[config.mk]
export PLATFORM = sky130hd
export DESIGN_NAME = mult_arbiter_flat
export DESIGN_NICKNAME = d
export VERILOG_FILES = /design/src/rtl/mult_arbiter_if.sv /design/src/rtl/mult_arbiter.sv /design/src/flat_wrapper.sv
export SDC_FILE = /design/constraint.sdc
export NUM_CORES = 2
export LEC_CHECK = 0
export ABC_CLOCK_PERIOD_IN_PS = 8700
export CAP_MARGIN = 20
export CORE_ASPECT_RATIO = 1.5
export CORE_MARGIN = 2
export CORE_UTILIZATION = 55
export CTS_CLUSTER_SIZE = 20
export DETAILED_ROUTE_END_ITERATION = 12
export GPL_TIMING_DRIVEN = 0
export HOLD_SLACK_MARGIN = 0.05
export MAX_ROUTING_LAYER = met4
export PLACE_DENSITY = 0.77
export SLEW_MARGIN = 20
export SYNTH_ARGS = -nofsm -noshare
export SYNTH_HDL_FRONTEND = slang
export SYNTH_SLANG_ARGS = --single-unit
[constraint.sdc]
create_clock -name clk_in -period 8.7 [get_ports clk_in]
set_input_delay 0.87 -clock clk_in [delete_from_list [all_inputs] [get_ports clk_in]]
set_output_delay 0.87 -clock clk_in [all_outputs]
set_load 0.01 [all_outputs]
[src/rtl/mult_arbiter_if.sv]
// Requester-side bundle for mult_arbiter: per-requester operand handshake plus the response strobe.
interface mult_arbiter_if #(
    parameter int BIT_WIDTH = 32,
    parameter int NUM_REQ   = 4
);
    logic [NUM_REQ-1:0]   req_valid;
    logic [NUM_REQ-1:0]   req_lock;
    logic [BIT_WIDTH-1:0] req_a [0:NUM_REQ-1];
    logic [BIT_WIDTH-1:0] req_b [0:NUM_REQ-1];
    logic [NUM_REQ-1:0]   req_ready;
    logic [NUM_REQ-1:0]   resp_valid;
    logic [BIT_WIDTH-1:0] resp_data;

    modport master (
        output req_valid, req_lock, req_a, req_b,
        input  req_ready, resp_valid, resp_data
    );

    modport slave (
        input  req_valid, req_lock, req_a, req_b,
        output req_ready, resp_valid, resp_data
    );
endinterface

[src/rtl/mult_arbiter.sv]
// Round-robin arbitrated, lockable, 2-stage pipelined fixed-point multiplier.
// Define MULT_ARBITER_SATURATE_EN to saturate instead of wrap on result overflow.
module mult_arbiter #(
    parameter int BIT_WIDTH = 32,
    parameter int NUM_REQ   = 4,
    parameter int FRAC_BITS = 16
) (
    input  logic          clk_in,
    input  logic          rst_in,
    mult_arbiter_if.slave bus
);
    localparam int IdxW = (NUM_REQ > 1) ? $clog2(NUM_REQ) : 1;

    typedef enum logic [0:0] {StArb, StLocked} state_t;

    state_t               state_q, state_d;
    logic [IdxW-1:0]      last_grant_q, last_grant_d;
    logic [IdxW-1:0]      owner_q, owner_d;
    logic [IdxW-1:0]      grant_idx;
    logic [NUM_REQ-1:0]   grant;
    logic                 fire;

    logic                 s1_valid_q;
    logic [IdxW-1:0]      s1_id_q;
    logic [BIT_WIDTH-1:0] s1_a_q, s1_b_q;
    logic [NUM_REQ-1:0]   resp_valid_q, resp_valid_d;
    logic [BIT_WIDTH-1:0] resp_data_q, result;

    logic signed [2*BIT_WIDTH-1:0] a_ext, b_ext, prod, shifted;

    always_comb begin : arb
        logic            found;
        logic [IdxW-1:0] cand;
        grant     = '0;
        grant_idx = '0;
        found     = 1'b0;
        cand      = '0;
        if (!rst_in) begin
            if (state_q == StLocked) begin
                // Other requesters stay stalled even while the owner is idle.
                grant_idx      = owner_q;
                grant[owner_q] = bus.req_valid[owner_q];
            end else begin
                for (int k = 1; k <= NUM_REQ; k++) begin
                    cand = IdxW'((int'(last_grant_q) + k) % NUM_REQ);
                    if (!found && bus.req_valid[cand]) begin
                        found       = 1'b1;
                        grant[cand] = 1'b1;
                        grant_idx   = cand;
                    end
                end
            end
        end
    end

    assign fire          = |grant;
    assign bus.req_ready = grant;

    always_comb begin
        state_d      = state_q;
        owner_d      = owner_q;
        last_grant_d = last_grant_q;
        if (fire) begin
            last_grant_d = grant_idx;
            if (state_q == StArb && bus.req_lock[grant_idx]) begin
                state_d = StLocked;
                owner_d = grant_idx;
            end else if (state_q == StLocked && !bus.req_lock[grant_idx]) begin
                state_d = StArb;
            end
        end
    end

    always_comb begin
        a_ext   = $signed({{BIT_WIDTH{s1_a_q[BIT_WIDTH-1]}}, s1_a_q});
        b_ext   = $signed({{BIT_WIDTH{s1_b_q[BIT_WIDTH-1]}}, s1_b_q});
        prod    = a_ext * b_ext;
        shifted = prod >>> FRAC_BITS;
        result  = shifted[BIT_WIDTH-1:0];
`ifdef MULT_ARBITER_SATURATE_EN
        // Fits only if every bit from BIT_WIDTH-1 upward matches the sign.
        if (shifted[2*BIT_WIDTH-1:BIT_WIDTH-1] != {(BIT_WIDTH+1){shifted[2*BIT_WIDTH-1]}}) begin
            result = shifted[2*BIT_WIDTH-1] ? {1'b1, {(BIT_WIDTH-1){1'b0}}}
                                             : {1'b0, {(BIT_WIDTH-1){1'b1}}};
        end
`endif
    end

    always_comb begin
        resp_valid_d = '0;
        for (int i = 0; i < NUM_REQ; i++) begin
            resp_valid_d[i] = s1_valid_q && (s1_id_q == IdxW'(i));
        end
    end

    always_ff @(posedge clk_in) begin
        if (rst_in) begin
            state_q      <= StArb;
            last_grant_q <= IdxW'(NUM_REQ - 1);
            owner_q      <= '0;
            s1_valid_q   <= 1'b0;
            resp_valid_q <= '0;
            resp_data_q  <= '0;
        end else begin
            state_q      <= state_d;
            last_grant_q <= last_grant_d;
            owner_q      <= owner_d;
            s1_valid_q   <= fire;
            resp_valid_q <= resp_valid_d;
            if (s1_valid_q) begin
                resp_data_q <= result;
            end
        end
    end

    always_ff @(posedge clk_in) begin
        s1_id_q <= grant_idx;
        s1_a_q  <= bus.req_a[grant_idx];
        s1_b_q  <= bus.req_b[grant_idx];
    end

    assign bus.resp_valid = resp_valid_q;
    assign bus.resp_data  = resp_data_q;
endmodule

[src/flat_wrapper.sv]
// flat-port wrapper written by rule: the top's interface ports become plain ports
module mult_arbiter_flat 
#(
    parameter int BIT_WIDTH = 32,
    parameter int NUM_REQ   = 4,
    parameter int FRAC_BITS = 16
)
  (clk_in, rst_in, bus_req_valid, bus_req_lock, bus_req_a, bus_req_b, bus_req_ready, bus_resp_valid, bus_resp_data);
  mult_arbiter_if #(.BIT_WIDTH(BIT_WIDTH), .NUM_REQ(NUM_REQ)) bus_i ();
  input  logic clk_in;
  input  logic rst_in;
  input wire logic [$bits(bus_i.req_valid)-1:0] bus_req_valid;
  input wire logic [$bits(bus_i.req_lock)-1:0] bus_req_lock;
  input wire logic [$bits(bus_i.req_a)-1:0] bus_req_a;
  input wire logic [$bits(bus_i.req_b)-1:0] bus_req_b;
  output wire logic [$bits(bus_i.req_ready)-1:0] bus_req_ready;
  output wire logic [$bits(bus_i.resp_valid)-1:0] bus_resp_valid;
  output wire logic [$bits(bus_i.resp_data)-1:0] bus_resp_data;
  assign bus_i.req_valid = bus_req_valid;
  assign bus_i.req_lock = bus_req_lock;
  assign bus_i.req_a = {>>{bus_req_a}};
  assign bus_i.req_b = {>>{bus_req_b}};
  assign bus_req_ready = bus_i.req_ready;
  assign bus_resp_valid = bus_i.resp_valid;
  assign bus_resp_data = bus_i.resp_data;
  mult_arbiter #(.BIT_WIDTH(BIT_WIDTH), .NUM_REQ(NUM_REQ), .FRAC_BITS(FRAC_BITS)) u_core (.clk_in(clk_in), .rst_in(rst_in), .bus(bus_i));
endmodule
# ---- Yosys cells after proc, flatten, opt, wreduce, memory -nomap -nowiden
# Index checks and enable logic that the tools add are counted.
dict set report op_classes {
  n_eq_ne 3
  muxes 57
  bitwise_logic 6
  n_lt_le_gt_ge 12
  reduce_logical 23
  add_sub_neg 4
  multipliers 1
}
# op n
set ops {}
lappend ops {{binary-select mux 32 bit (select 2 bit)} 2}
lappend ops {{two-way mux 32 bit} 4}
lappend ops {{multiplier 32 x 32 -> 48 bit} 1}
lappend ops {{two-way mux 4 bit} 12}
lappend ops {{two-way mux 1 bit} 22}
lappend ops {{< comparator 2 x 3 -> 1 bit (second input constant)} 6}
lappend ops {{logical AND 1 bit} 14}
lappend ops {{binary-select mux 1 bit (select 2 bit)} 6}
lappend ops {{two-way mux 2 bit} 6}
lappend ops {{bitwise OR 4 bit} 3}
lappend ops {{demux 1 bit (select 2 bit)} 5}
lappend ops {{>= comparator 2 x 1 -> 1 bit (second input constant)} 5}
lappend ops {{adder 2 x 1 -> 2 bit (second input constant)} 2}
lappend ops {{adder 2 bit (second input constant)} 2}
lappend ops {{AND 4 bit} 1}
lappend ops {{== test 2 bit (second input constant)} 2}
lappend ops {{logical NOT 1 bit} 4}
lappend ops {{AND reduction 2 bit} 2}
lappend ops {{OR reduction 4 bit} 1}
lappend ops {{>= comparator 3 bit (second input constant)} 1}
lappend ops {{inverter 2 -> 3 bit} 1}
lappend ops {{== test 2 x 1 -> 1 bit (second input constant)} 1}
lappend ops {{logical NOT 2 bit} 1}
lappend ops {{nonzero test 2 bit} 1}
lappend ops {{inverter 1 bit} 1}
dict set report word_totals {
  out_inout_bits 40
  elab_cells 115
  in_bits 266
  reg_bits 108
}

# ---- Longest topological paths before layout
dict set report logic_depth {
  depth_word 27
  ltp_mapped 28
}

# ---- Least setup slack after synthesis
# No wires, ideal clock.
dict set report synth_timing {
  path_kind {reg2reg}
  from {reg u_core.s1_a_q[18]}
  to {reg u_core.resp_data_q[28], in the netlist u_core.bus.resp_data[28]}
  arrival_ns 6.953
  slack_ns 1.630
  t_required_ns 8.583
  period_less_slack_ns 7.070
  stages_incl_launch_ff 23
  path_cell_list {dfxtp_1 clkbuf_1 clkbuf_1 nand2_1 fa_1 fa_1 fa_1 fa_1 inv_1 fa_1 fa_1 fa_1 fa_1 ha_1 a21o_1 a21o_1 a21oi_1 nor3_1 a311oi_1 a21boi_0 o211ai_1 nand3_1 a32o_1}
}
dict set report synth_between {
  elab_chain_cells 1
}
# item line
set synth_lines {}
lappend synth_lines {{start, declared} mult_arbiter.sv:25} ;# logic [BIT_WIDTH-1:0] s1_a_q, s1_b_q;
lappend synth_lines {{start signal, assigned} mult_arbiter.sv:118} ;# s1_a_q <= bus.req_a[grant_idx];
lappend synth_lines {{multiplier 32 x 32 -> 48 bit} mult_arbiter.sv:77} ;# prod = a_ext * b_ext;
lappend synth_lines {{end signal, assigned} mult_arbiter.sv:111} ;# resp_data_q <= result;
lappend synth_lines {{end, declared} mult_arbiter.sv:27} ;# logic [BIT_WIDTH-1:0] resp_data_q, result;
# Every way passes these cells.
# A chain may end at the register's enable or synchronous reset.

# ---- Worst setup path after layout
dict set report layout_timing {
  from {reg u_core.s1_b_q[2]}
  to {reg u_core.resp_data_q[31], in the netlist u_core.bus.resp_data[31]}
}
dict set report layout_between {
  elab_chain_cells 1
}
# item line
set layout_lines {}
lappend layout_lines {{start, declared} mult_arbiter.sv:25}
lappend layout_lines {{start signal, assigned} mult_arbiter.sv:119} ;# s1_b_q <= bus.req_b[grant_idx];
lappend layout_lines {{multiplier 32 x 32 -> 48 bit} mult_arbiter.sv:77}
# Every way passes these cells.

==> flow_summary.ini <==
[synthesis]
yosysSeqAreaShare_pct = 6.30
yosys_register_bits = 108
synth_area_leaders = fa_1 49%, inv_1 8.6%, and2_1 8.0%
syn_area_per_cell_um2 = 9.42
synth_flop_cell = dfxtp_1
synth-edff-count = 0
syn_area_um2 = 34300
async_flop_share_pct = 0
synth_fp_nets = 4917
yosysMostFrequentCell = fa_1
synth_warnings = 0
synth_top_area_share_pct = 48.9
syn_inst = 3641
synth_commonest_cells = 838 x fa_1, 784 x inv_1, 488 x nand2_1
yosys.cell_types.count = 67
synth_top_area_cell = fa_1

[setup_path]
worstSetupPathType = reg2reg
r2r_slack_ns = 0.22
end_kind = register
worstPathMaxFanout = 10
timing.rr.start = u_core.s1_b_q[2]$_DFF_P_
crit_start = u_core.s1_b_q[2]$_DFF_P_
cp.arrival_ns = 8.77
required_ns = 8.99
critPathLaunchType = register

[sta]
fin_hold_ws_ns = 0.454
hold_viol = 0
tightest_slew_ns = 1.14
max_slew_margin_pct = 23.7
setup_violations = 0
min_period_over_period_pct = 97.5
fmax_mhz = 118
skew_ns = 0.0143
rsz0062_at_grt = false
fin_crit_ns = 8.48
final_max_slew_viol_count = 0

[finish]
nFillCells = 5367
drive_above_1_share_pct = 2.47
fin_util_pct = 62.5
syn_to_final_growth_pct = 12.8
register_area_um2 = 2160
final_net_count = 5234
stdcell_count = 4765
multi_input_area_um2 = 28300

[clocking]
path_clk_slew_ns = 0.08
cts_root_buffer = clkbuf_16
ctsLongestPathBuffers = 2
htreeDepth = 3
cts_made_buffers = 9
worstSkewPairLatency_ns = 0.42
clock-sinks = 108
cts_tree = done

[floorplan]
dieWidth_um = 208
initial_core_util_pct = 55.4
core_area_um2 = 61900
io_pins = 306
num_rows = 112
die_h_um = 310
die-area_um2 = 64400

[drt]
drt_iter0_drc = 1963
totalWireLength_um = 116000
vias_per_cell = 5.68
ant_nets = 0
drcViolationCount = 0
dr_total_vias = 27100
routedWlPerCell_um = 24.4
drt-pass1-iter-count = 7

[place]
io_buffers = 305
hpwl_um = 101000
gp_congestion = 1.08
dp_cells = 4744

[status]
outcome = completed

[flow_run]
maxCapViolations = 0

[global_routing]
grt_first_pass_wirelength_um = 174000
antenna_found_initial = 6
grt_pass1_vias = 29200
grt_usage_pct = 38.3
grt_max_degree = 19
grt-ovfl-total = 0

[min_path]
min_path_type = reg2reg
min-delay-start = u_core.s1_id_q[0]$_DFF_P_
cells by family (layout without fill, tap and decap cells):
logic type / Yosys count / after routing / share of synthesized area, %
and+or+nand+nor: 1072 / 1072 / 15.9
adders and majority gates: 1010 / 1010 / 55.2
buffers and inverters: 999 / 1320 / 11.2
muxes: 220 / 220 / 6.56
AOI/OAI and AO/OA: 166 / 166 / 3.28
DFF: 108 / 108 / 6.30
xor gates and xnor gates: 66 / 66 / 1.68
other: 0 / 5 / 0
metrics by stage:
stage	cell area [um2]	TNS, ns	worst slack [ns]
floorplan	34300	0	1.63
global placement	38400	-0.266	-0.213
detailed placement	38400	-0.532	-0.295
CTS	38700	0	0.0354
global route	38700	0	0.00906
finish	38700	0	0.218
final timing paths:
check	cells after the start	to
worst max register to register	24	u_core.bus.resp_data[31]$_SDFFE_PP0P_
worst min-delay path	1	u_core.bus.resp_valid[2]$_SDFF_PP0_
worst min register to register	1	u_core.bus.resp_valid[2]$_SDFF_PP0_
worst max-delay path	24	u_core.bus.resp_data[31]$_SDFFE_PP0P_
repair_timing:
action	in CTS	in global routing
gates resized for setup	6	74
buffers inserted	2	0
endpoints found under the setup margin	5	14
pin swaps	1	0
hold buffers	0	0
worst max-delay path, cell delays in order (launching register included):
cell and delay, ns:
dfxtp_1 0.64, clkbuf_2 0.49, nand2_1 0.17, inv_1 0.17, fa_1 0.45, fa_1 0.49
fa_1 0.79, inv_1 0.38, fa_1 0.58, inv_1 0.06, fa_1 0.48, fa_1 0.53
fa_1 0.66, fa_1 0.46, ha_1 0.27, clkbuf_1 0.21, a21o_1 0.20, a21o_1 0.17
a21o_1 0.16, a21oi_1 0.13, o21bai_1 0.07, a21o_1 0.18, a221oi_1 0.29, xnor2_1 0.19
o21ai_0 0.10
final cells by class:
type	instances	area share [%]
diodes	5	0.0323
plain buffers	212	2.37
clock buffers	9	0.582
clock inverters	6	0.123
inverters	786	7.62
multi-input cells	2534	73.2
flip-flops and latches	108	5.59
well taps	798	2.58
repair buffers	307	7.92
placed cells by master (no fill, tap or decap), types with 19 or more instances in the layout:
cell type and n:
fa_1 838, mux2i_1 216, a21oi_1 45, nor2_1 45, clkdlybuf4s50_1 305, inv_1 784
dfxtp_1 107, ha_1 172, clkbuf_1 146, a21o_1 27, clkbuf_2 34, o21ai_0 32
xnor2_1 50, nor2b_1 19, nand2_1 488, and2_1 440
sequential cells by signal, indices dropped and copies added (netlist names):
name,count
u_core.bus.resp_data,32
u_core.s1_a_q,32
u_core.s1_b_q,32
u_core.bus.resp_valid,4
u_core.last_grant_q,2
u_core.owner_q,2
u_core.s1_id_q,2
u_core.s1_valid_q,1
u_core.state_q,1
layer usage:
metal / part of all wire (%) / track usage [%] / routed length (um) / vias up
met5: 0 / - / 0 / -
met4: 12 / 35.8 / 14000 / 0
met2: 49 / 62.1 / 56500 / 1391
met1: 31 / 38.6 / 36400 / 13700
li1: - / - / - / 11300
met3: 8.1 / 8.16 / 9450 / 661
Power is left out: the tool's default activity adds up to more than one toggle a clock period on the data nets, which glitch-free logic cannot reach.
